## src/rtl/tt_lut_pkg.sv

```systemverilog
// Shared types and limits for the truth-table LUT engine.
package tt_lut_pkg;

  localparam int N_IN_MAX = 6;

  typedef enum logic [1:0] {
    IDLE  = 2'd0,
    LOAD  = 2'd1,
    SWEEP = 2'd2
  } state_t;

endpackage

```

## src/rtl/tt_lut_out_reg.sv

```systemverilog
// Single-entry valid/ready result holding register; contents stay stable until taken.
module tt_lut_out_reg #(
  parameter int W = 3
) (
  input  logic         clk,
  input  logic         rst_n,
  input  logic         load,
  input  logic [W-1:0] din_vec,
  input  logic         din_bit,
  input  logic         res_ready,
  output logic         res_valid,
  output logic [W-1:0] res_in,
  output logic         res_out,
  output logic         slot_free
);

  // The slot can take a new entry this cycle if empty or being drained now.
  assign slot_free = !res_valid || res_ready;

  // NOTE: sequential state uses non-blocking assignments so every flop samples pre-edge values.
  always_ff @(posedge clk or negedge rst_n) begin
    if (!rst_n) begin
      res_valid <= 1'b0;
      res_in    <= '0;
      res_out   <= 1'b0;
    end else if (load) begin
      res_valid <= 1'b1;
      res_in    <= din_vec;
      res_out   <= din_bit;
    end else if (res_ready) begin
      res_valid <= 1'b0;
    end
  end

endmodule

```

## src/rtl/tt_lut_engine.sv

```systemverilog
// Truth-table engine: shadow-loaded table, single evaluations and full-table sweeps.
module tt_lut_engine
  import tt_lut_pkg::*;
#(
  parameter int N_IN = 3
) (
  input  logic            clk,
  input  logic            rst_n,
  input  logic            cfg_valid,
  output logic            cfg_ready,
  input  logic            cfg_bit,
  input  logic            cfg_last,
  input  logic            eval_valid,
  output logic            eval_ready,
  input  logic [N_IN-1:0] eval_in,
  input  logic            sweep_start,
  output logic            res_valid,
  input  logic            res_ready,
  output logic [N_IN-1:0] res_in,
  output logic            res_out,
  output logic            busy,
  output logic            table_loaded,
  output logic            cfg_err
);

  localparam int            DEPTH    = 1 << N_IN;
  localparam logic [N_IN:0] ROWS     = (N_IN + 1)'(DEPTH);
  localparam logic [N_IN:0] LAST_ROW = (N_IN + 1)'(DEPTH - 1);

  state_t            state;
  logic [DEPTH-1:0]  shadow;
  logic [DEPTH-1:0]  active;
  logic [DEPTH-1:0]  shadow_wr;
  logic [N_IN:0]     cnt;
  logic [N_IN-1:0]   row;
  logic              slot_free;
  logic              cfg_fire;
  logic              eval_fire;
  logic              sweep_issue;
  logic              res_fire;
  logic              out_load;
  logic [N_IN-1:0]   out_vec;
  logic              out_bit;

  assign row         = cnt[N_IN-1:0];
  assign cfg_ready   = (state != SWEEP);
  assign eval_ready  = cfg_ready && slot_free;
  assign cfg_fire    = cfg_valid && cfg_ready;
  assign eval_fire   = eval_valid && eval_ready;
  assign sweep_issue = (state == SWEEP) && (cnt < ROWS) && slot_free;
  assign res_fire    = res_valid && res_ready;

  // Evaluations read the active table only, so a same-cycle commit is not yet visible.
  assign out_load = eval_fire || sweep_issue;
  assign out_vec  = (state == SWEEP) ? row : eval_in;
  assign out_bit  = active[out_vec];

  always_comb begin
    shadow_wr      = shadow;
    shadow_wr[row] = cfg_bit;
  end

  // NOTE: both tables are ordinary flops cleared by reset, so no partial load survives it.
  always_ff @(posedge clk or negedge rst_n) begin
    if (!rst_n) begin
      state        <= IDLE;
      shadow       <= '0;
      active       <= '0;
      table_loaded <= 1'b0;
      cnt          <= '0;
      busy         <= 1'b0;
      cfg_err      <= 1'b0;
    end else begin
      cfg_err <= 1'b0;
      case (state)
        IDLE: begin
          if (cfg_fire) begin
            if (cfg_last) begin
              cfg_err <= 1'b1;
              shadow  <= '0;
            end else begin
              shadow <= shadow_wr;
              cnt    <= (N_IN + 1)'(1);
              state  <= LOAD;
            end
          end else if (sweep_start && table_loaded) begin
            state <= SWEEP;
            busy  <= 1'b1;
            cnt   <= '0;
          end
        end
        LOAD: begin
          if (cfg_fire) begin
            if ((cnt == LAST_ROW) || cfg_last) begin
              state  <= IDLE;
              cnt    <= '0;
              shadow <= '0;
              if ((cnt == LAST_ROW) && cfg_last) begin
                active       <= shadow_wr;
                table_loaded <= 1'b1;
              end else begin
                cfg_err <= 1'b1;
              end
            end else begin
              shadow <= shadow_wr;
              cnt    <= cnt + 1'b1;
            end
          end
        end
        SWEEP: begin
          if (sweep_issue) cnt <= cnt + 1'b1;
          // All rows issued and the last one is being taken: sweep is done.
          if ((cnt == ROWS) && res_fire) begin
            state <= IDLE;
            busy  <= 1'b0;
            cnt   <= '0;
          end
        end
        default: state <= IDLE;
      endcase
    end
  end

  tt_lut_out_reg #(.W(N_IN)) u_out (
    .clk       (clk),
    .rst_n     (rst_n),
    .load      (out_load),
    .din_vec   (out_vec),
    .din_bit   (out_bit),
    .res_ready (res_ready),
    .res_valid (res_valid),
    .res_in    (res_in),
    .res_out   (res_out),
    .slot_free (slot_free)
  );

endmodule

```

## config.mk

```make
export PLATFORM = sky130hd
export DESIGN_NAME = tt_lut_engine
export DESIGN_NICKNAME = d
export VERILOG_FILES = /design/src/rtl/tt_lut_pkg.sv /design/src/rtl/tt_lut_out_reg.sv /design/src/rtl/tt_lut_engine.sv
export SDC_FILE = /design/constraint.sdc
export NUM_CORES = 1
export LEC_CHECK = 0
export ABC_AREA = 1
export CAP_MARGIN = 25
export CORE_ASPECT_RATIO = 1.5
export CORE_MARGIN = 2
export CORE_UTILIZATION = 40
export CTS_CLUSTER_DIAMETER = 200
export DETAILED_ROUTE_END_ITERATION = 10
export MAX_ROUTING_LAYER = met4
export PLACE_DENSITY = 0.62
export SLEW_MARGIN = 15
export SYNTH_ARGS = -nofsm -noshare
export SYNTH_HDL_FRONTEND = slang
export SYNTH_SLANG_ARGS = --single-unit
```

## constraint.sdc

```tcl
create_clock -name clk -period 1.49 [get_ports clk]
set_input_delay 0.2235 -clock clk [delete_from_list [all_inputs] [get_ports clk]]
set_output_delay 0.2235 -clock clk [all_outputs]
set_load 0.02 [all_outputs]
```

# ---- Yosys cells after proc, flatten, opt, wreduce, memory -nomap -nowiden
# Index checks and enable logic that the tools add are counted.
dict set report totals {
  ff_bits 30
  input_bits 11
  out_inout_bits 10
  elab_cells 91
}
dict set report op_classes {
  addsub 1
  magnitude_cmp 4
  eq_ne 14
  mux 38
  n_reduce_logical 24
}
# cell n
set op_table {}
lappend op_table {{$mux 8} 4}
lappend op_table {{$mux 4} 7}
lappend op_table {{$pmux 8 s2} 1}
lappend op_table {{$mux 1} 12}
lappend op_table {{$mux 2} 6}
lappend op_table {{$ne 2x2->1 const B} 6}
lappend op_table {{$pmux 4 s3} 1}
lappend op_table {{$logic_and 1x1->1} 10}
lappend op_table {{$reduce_and 5->1} 2}
lappend op_table {{$bwmux 8} 1}
lappend op_table {{$lt 3x4->1 const B} 2}
lappend op_table {{$reduce_and 4->1} 2}
lappend op_table {{$ne 3x3->1 const B} 2}
lappend op_table {{$pmux 2 s3} 1}
lappend op_table {{$reduce_bool 2->1} 3}
lappend op_table {{$add 4x1->4 const B} 1}
lappend op_table {{$eq 4x3->1 const B} 1}
lappend op_table {{$eq 4x4->1 const B} 1}
lappend op_table {{$lt 4x4->1 const B} 1}
lappend op_table {{$pmux 1 s2} 2}
lappend op_table {{$bmux 1 s3} 1}
lappend op_table {{$demux 1 s3} 1}
lappend op_table {{$ge 3x1->1 const B} 1}
lappend op_table {{$logic_or 1x1->1} 3}
lappend op_table {{other kinds (9)} 9}

# ---- Logic depth before layout (Yosys ltp)
# Gate-level depths: netlist of run 1.
dict set report logic_depth {
  depth_word 8
  depth_mapped 12
  mapped_depth_nobuf 11
}

# ---- Cells and area by module
# From an unflattened synthesis of run 1, not the netlist that was laid out.
dict set report unflattened {
  cells_unflattened 241
  hier_area_um2 1880.6
}
# mod instances cells_per_inst area_each_um2 seq_area_each_um2
set modules_own_cells {}
lappend modules_own_cells {tt_lut_engine 1 220 1695.4 625.6}
lappend modules_own_cells {tt_lut_out_reg 1 21 185.2 125.1}

# ---- Worst setup path before layout of run 1
# Ideal clock, no wire load.
dict set report synth_path {
  kind {register to register}
  from {reg cnt[0]}
  to {reg active[6]}
  setup_time_ps 76
  arrival_time_ps 1489
  required_ps 1414
  setup_slack_ps -75
  stages_incl_launch_ff 12
  synth_period_minus_slack_ps 1565
  cell_sequence {dfrtp_1 > ha_1 > nand2_1 > nor2_1 > inv_1 > ha_1 > nor2_1 > nand3_2 > inv_2 > buf_6 > nand2_1 > o21ai_1}
}
dict set report synth_between {
  elab_chain_len 5
  word_cells_on_any_way 10
}
# item line_no
set synth_rtl {}
lappend synth_rtl {{start: declaration} tt_lut_engine.sv:34} ;# logic [N_IN:0] cnt;
lappend synth_rtl {{start signal: assignment} tt_lut_engine.sv:83} ;# cnt <= (N_IN + 1)'(1);
lappend synth_rtl {{start signal: assignment} tt_lut_engine.sv:106} ;# cnt <= cnt + 1'b1;
lappend synth_rtl {{start signal: assignment} tt_lut_engine.sv:111} ;# if (sweep_issue) cnt <= cnt + 1'b1;
lappend synth_rtl {{$lt 3x4->1 (not written as such) or $ge 3x1->1 (tied branches)} tt_lut_engine.sv:60} ;# shadow_wr[row] = cfg_bit;
lappend synth_rtl {{$logic_and 1x1->1 (not written as such)} tt_lut_engine.sv:60}
lappend synth_rtl {{$mux 1 (not written as such)} tt_lut_engine.sv:60}
lappend synth_rtl {{$demux 1 s3} tt_lut_engine.sv:60}
lappend synth_rtl {{$bwmux 8} tt_lut_engine.sv:60}
lappend synth_rtl {{end signal: assignment} tt_lut_engine.sv:99} ;# active <= shadow_wr;
lappend synth_rtl {{end: declaration} tt_lut_engine.sv:32} ;# logic [DEPTH-1:0] active;
# Parallel ways exist; a longest one is shown, timed or not.
# A chain may end at the register's enable or synchronous reset.

# ---- Worst setup path after layout of run 1
dict set report layout_path {
  from {reg cnt[1]}
  to {reg active[4]}
}
# Same word-level chain as after synthesis.

==> flow_summary.ini, run 1 <==
[pwr]
ir_drop_mv = 1.03
p_leak_uw = 0.00136
pwr_density_cell_mw_per_mm2 = 1650
finalPower_uw = 4570

[worst_setup_path]
criticalPathCategory = register to register
required_ns = 1.67
rrSetupSlack_ns = -0.13
critPathArrivalTime_ns = 1.80
endpoint_kind = register
max_stage_delay_ns = 0.36
crit_chain = ha_2 > nand2_2 > nor2_4 > ha_2 > inv_2 > nor2_4 > nand3_4 > clkinvlp_4 > buf_6 > o21ai_2
cp_slowest_cell = dfrtp_1
worstPathMaxFanout = 4
start_kind = register

[global_routing]
grt_max_degree = 31
grt_overflow_total = 0
grt_use_total_pct = 20.9
antenna_found_initial = 0
grt_pass1_wl_mm = 8.00
grt_pass1_vias = 1758

[synth]
ys_types = 26
syn_avg_cell_area_um2 = 7.57
synth-xor-area-share_pct = 0.467
synthesis.area_mm2 = 0.00188
ys_seq_area_share_pct = 40.0
synthAdderAreaFrac_pct = 6.67
muxShareOfSynthArea_pct = 0
ys_ff_latch = 30
syn_inst = 248
synth_top_family_by_area = simple AND/OR/NAND/NOR gates
syn_nets = 269
synth_simple_gate_area_share_pct = 32.3
yosysWarnings = 0
synth_compound_area_share_pct = 11.1

[timing]
fin_crit_sh_pct = 109
finalHoldViolations = 0
drv_slew = 0
hold_ws_ns = 0.331
tightestPinTransition_ns = 0.401
setup_viol = 24
fmax_mhz = 618
skew_ns = 0.00719
finalCriticalPeriod_ns = 1.62
rsz0062_at_grt = yes
fin_ws_ns = -0.129
slew_headroom_pct = 73.2

[die]
io-pin-count = 21
core_region_area_mm2 = 0.00450
start_util_pct = 41.7
die_height_um = 87.9
die_area_mm2 = 0.00527
rows = 30
die_w_um = 59.9

[min_path]
hp-class = primary input to async pin

[drt]
drtAntennaViolNets = 0
dr.pass1.iters = 4
routed_wl_mm = 4.73
vias_per_cell = 4.91
wl_per_cell_um = 13.2
dr_total_vias = 1756
drtIter0Drc = 52
drc_errors = 0

[run_status]
failed_checks = setup timing
status = complete, but fails checks

[finish]
fin_cells = 358
drive_gt1_share_pct = 37.7
area_growth_pct = 47.4
fill_cells = 418
fin_nets = 330
diodes = 0
final_util_pct = 61.4

[placed_design]
dpl.hpwl_mm = 3.36
gp_congestion = 0.851
dpl.cell_count = 343
portBuffers = 20

[clocking]
cts_tree = done
cts_buffers = 5
clockBufferDepth = 2
insertion_delay_ns = 0.29
hold_buffers = 0
clkSinkCount = 30
htree_levels = 2
root_buffer = clkbuf_8
clk_pin_slew_ns = 0.07

[flow_run]
maxCapViolations = 0
-- cells in the mapped netlist --
library cell,n,area (um^2)
inv_2,7,26.3
nor2_2,4,25.0
xor2_1,1,8.76
nor2_1,13,48.8
ha_1,10,125
a21oi_2,2,17.5
nand2_2,7,43.8
nand4_1,4,25.0
nor2_4,1,11.3
nand3_2,5,50.1
buf_4,1,7.51
a21oi_1,3,15.0
inv_6,1,8.76
a31oi_1,1,6.26
o21ai_1,10,50.1
buf_2,3,15.0
nor3_2,1,10.0
or2_2,1,6.26
inv_1,26,97.6
o21ai_0,15,75.1
nand3_1,18,90.1
a22o_1,5,43.8
buf_6,2,22.5
nand2_4,1,11.3
nand2_1,76,285
dfrtp_1,30,751
-- stage by stage --
step,area [um^2],worst slack [ns],TNS [ns]
2_1_floorplan,1890,-0.0311,-0.160
3_3_place_gp,2350,-0.234,-3.68
3_5_place_dp,2350,-0.259,-4.13
4_1_cts,2630,-0.0988,-1.24
5_1_grt,2770,-0.222,-4.01
6_report,2770,-0.129,-1.66
-- worst paths after layout --
path,start,to,cells after the start
worst max-delay path,cnt[1]$_DFFE_PN0P_,active[4]$_DFFE_PN0P_,10
min in group clk,u_out.res_in[1]$_DFFE_PN0P_,u_out.res_in[1]$_DFFE_PN0P_,2
max in group asynchronous,rst_n,active[5]$_DFFE_PN0P_,2
worst min-delay path,rst_n,u_out.res_valid$_DFFE_PN0P_,2
worst max register to register,cnt[1]$_DFFE_PN0P_,active[4]$_DFFE_PN0P_,10
worst min register to register,u_out.res_in[1]$_DFFE_PN0P_,u_out.res_in[1]$_DFFE_PN0P_,2
-- critical path, delay by kind of cell, from the launching register on --
family / cells / cell delay (ns)
flip-flops: 1 / 0.36
buffers and inverters: 3 / 0.29
AND/OR/NAND/NOR: 4 / 0.43
AO/OA/AOI/OAI: 1 / 0.05
adder cells (fa/ha/maj): 2 / 0.37
-- power breakdown --
group / switching, uW / internal, uW / leakage [uW]
Sequential: 94.0 / 979 / 0.000375
Clock: 337 / 713 / 0.0000714
Combinational: 1380 / 1070 / 0.000918
Total: 1810 / 2760 / 0.00136
-- what timing repair did --
item                                    in CTS  in global routing
buffers inserted                             3                  2
pin swaps                                    7                  9
endpoints found under the setup margin      33                 34
cloned                                       2                  0
resized for setup                           44                 40
-- per-layer routing --
metal	part of all wire [%]	track usage, %
met1	43	24.7
met2	52	35.6
met3	2.9	3.10
met4	1.4	6.67
met5	0	-
-- layout by cell type, fill, tap and decap left out, drive strengths merged --
master,count
nand2,84
buf,40
inv,34
dfrtp,30
o21ai,25
nand3,23
nor2,18
clkdlybuf4s50,13
ha,10
clkbuf,6
a22o,5
a21oi,5
nand4,4
dlymetal6s2s,3
bufinv,2
clkinvlp,2
dlygate4sd2,2
nor3,1
a31oi,1
xor2,1
or2,1
-- logic make-up (layout without fill, tap and decap cells) --
logic type	Yosys count	count (layout)
simple gates	131	131
buf+inv	40	102
compound gates	36	36
flops	30	30
fa+ha+maj	10	10
xor+xnor	1	1
-- layout make-up --
type / count / area (um^2) / area share [%]
multi-input cells: 178 / 1140 / 41.2
flip-flops and latches: 30 / 751 / 27.1
repair buffers: 58 / 517 / 18.7
inverters: 34 / 143 / 5.16
clock buffers: 6 / 82.6 / 2.99
clock inverters: 2 / 60.1 / 2.17
well taps: 48 / 60.1 / 2.17
repair inverters: 2 / 15.0 / 0.543
-- flip-flops by register name, summed over array words and instances, names as in the netlist --
name	flops
u_out.res_valid	1
state	2
u_out.res_out	1
table_loaded	1
shadow	8
cfg_err	1
active	8
cnt	4
busy	1
u_out.res_in	3
No activity file was read; power rests on OpenSTA's default activity.
==> run 2, diff against run 1 <==
--- a/config.mk
+++ b/config.mk
@@ -14,6 +14,7 @@
 export DETAILED_ROUTE_END_ITERATION = 10
 export MAX_ROUTING_LAYER = met4
 export PLACE_DENSITY = 0.62
+export SETUP_SLACK_MARGIN = 0.2
 export SLEW_MARGIN = 15
 export SYNTH_ARGS = -nofsm -noshare
 export SYNTH_HDL_FRONTEND = slang
==> flow_summary.ini, run 2 (same netlist as run 1, synthesis figures left out) <==
[pwr]
p_sw_share_pct = 42.7
power_switching_uw = 2060
internal_power_uw = 2770
power_frac_seq_pct = 22.7
p_clk_share_pct = 17.5
ir_drop_mv = 1.40
p_comb_share_pct = 59.8
p_leak_uw = 0.00141
pwr_density_cell_mw_per_mm2 = 1660

[timing]
rsz0062_at_grt = yes
tightestPinTransition_ns = 0.389
drv_slew = 0
skew_ns = 0.00291
finalHoldViolations = 0
finalCriticalPeriod_ns = 1.67
fin_crit_sh_pct = 112
fmax_mhz = 600
setup_tns_ns = -2.73
setup_viol = 24
slew_headroom_pct = 73.8
fin_ws_ns = -0.176

[finish]
final_util_pct = 64.6
drive_gt1_share_pct = 41.9
layout_commonest_cell = nand2_1
fin_nets = 333
diodes = 0
area_growth_pct = 55.1
final_cell_mix = nand2_1 (56), buf_4 (32), dfrtp_1 (29), nand2_2 (18), inv_1 (18)
fin_area_mm2 = 0.00291
top_regs = active x8, shadow x8, cnt x4

[drt]
routed_wl_mm = 5.29
dr_total_vias = 1838
drtIter0Drc = 72
dr.pass1.iters = 4
wl_per_cell_um = 14.7
vias_per_cell = 5.09
drtAntennaViolNets = 0
drc_errors = 0

[worst_setup_path]
required_ns = 1.72
criticalPathCategory = register to register
path_buf_inv = 2
start_kind = register
r2r-start = cnt[0]$_DFFE_PN0P_
crit_top_cell = nand2_1
cp_slowest_cell = dfrtp_1
crit_chain = buf_4 > inv_2 > ha_1 > nand2_1 > nor2_1 > nand2_2 > nand3_4 > nand2_1 > nor2_2 > nand3_1 > nand2_1
worstPathMaxFanout = 9
critPathArrivalTime_ns = 1.90
max_stage_delay_ns = 0.41
startpoint = cnt[0]$_DFFE_PN0P_
critical-path-top-delay-family = simple AND/OR/NAND/NOR gates
endpoint_kind = register

[die]
core_region_area_mm2 = 0.00450
start_util_pct = 41.7
rows = 30
die_area_mm2 = 0.00527
die_height_um = 87.9
io-pin-count = 21
die_w_um = 59.9

[global_routing]
antenna_found_initial = 0
grt_pass1_vias = 1828
grt_pass1_wl_mm = 8.56
grt_use_total_pct = 22.9
grt_overflow_total = 0
grt_max_degree = 31

[clocking]
htree_levels = 2
clkSinkCount = 30
hold_buffers = 0
cts_buffers = 5
clk_pin_slew_ns = 0.07
clockBufferDepth = 2
cts_tree = done
insertion_delay_ns = 0.29
root_buffer = clkbuf_8

[flow_run]
maxCapViolations = 0

[placed_design]
place_area_mm2 = 0.00240
dpl.hpwl_mm = 3.62
gp_congestion = 0.850
portBuffers = 20

[min_path]
hp-class = primary input to async pin

[run_status]
failed_checks = setup timing
status = complete, but fails checks
-- run 2: cell count changes in the layout (fill, tap and decap cells not counted), sizes merged --
| cell | previous run | this run |
|---|---|---|
| buf | 40 | 45 |
| bufinv | 2 | 1 |
| clkbuf | 6 | 5 |
| clkdlybuf4s50 | 13 | 10 |
| clkinv | 0 | 2 |
| clkinvlp | 2 | 1 |
| dlygate4sd2 | 2 | 7 |
| dlymetal6s2s | 3 | 0 |
-- run 2: worst paths after layout --
check | end | slack, ns | cells past startpoint
setup / recovery | cnt[3]$_DFFE_PN0P_ | -0.18 | 11
hold reg to reg | shadow[4]$_DFFE_PN0P_ | 0.49 | 2
min in group clk | shadow[4]$_DFFE_PN0P_ | 0.49 | 2
hold / removal | cnt[2]$_DFFE_PN0P_ | 0.30 | 2
setup reg to reg | cnt[3]$_DFFE_PN0P_ | -0.18 | 11
max in group asynchronous | state[1]$_DFFE_PN0P_ | 1.02 | 2
-- run 2: metrics by stage --
stage	std cells	hold slack [ns]	power [uW]	worst slack, ns
final	361	0.297	4830	-0.176
after global routing	361	0.311	5140	-0.287
after CTS	357	0.309	4530	-0.112
after detailed placement	342	0.470	3290	-0.266
after global placement	342	0.465	3280	-0.232
after floorplan	248	-0.0721	2440	-0.0307
-- run 2: repair_timing --
action / CTS / global route
setup endpoints to repair: 40 / 32
resized for setup: 72 / 31
buffers inserted: 6 / 4
pin swaps: 16 / 13
cloned: 1 / 0
-- run 2: final cells by class --
class | count | area [um^2]
clock buffers | 5 | 68.8
clock inverters | 3 | 40.0
fillers | 389 | 1590
inverters | 34 | 155
multi-input cells | 178 | 1250
flip-flops and latches | 30 | 752
well taps | 48 | 60.1
repair buffers | 62 | 577
repair inverters | 1 | 7.51
-- run 2: power by group through the flow --
stage               registers, uW  logic, uW  clock network (uW)
finish                       1100       2890                 844
global route                 1120       3140                 883
CTS                          1090       2600                 843
detailed placement           1100       2190                   0
global placement             1100       2180                   0
floorplan                    1210       1230                   0
-- run 2: worst register-to-register path, delay by kind of cell, from the launching register on --
kind          cells  cell delay [ns]
flops             1             0.41
simple gates      8             0.81
fa+ha+maj         1             0.14
buf+inv           2             0.26
-- run 2: per-layer routing --
metal	routed length (um)	up-vias	GRT usage (%)
met4	85	0	6.67
met5	0	-	-
li1	-	923	-
met2	2990	34	41.4
met3	139	8	4.43
met1	2080	873	24.6
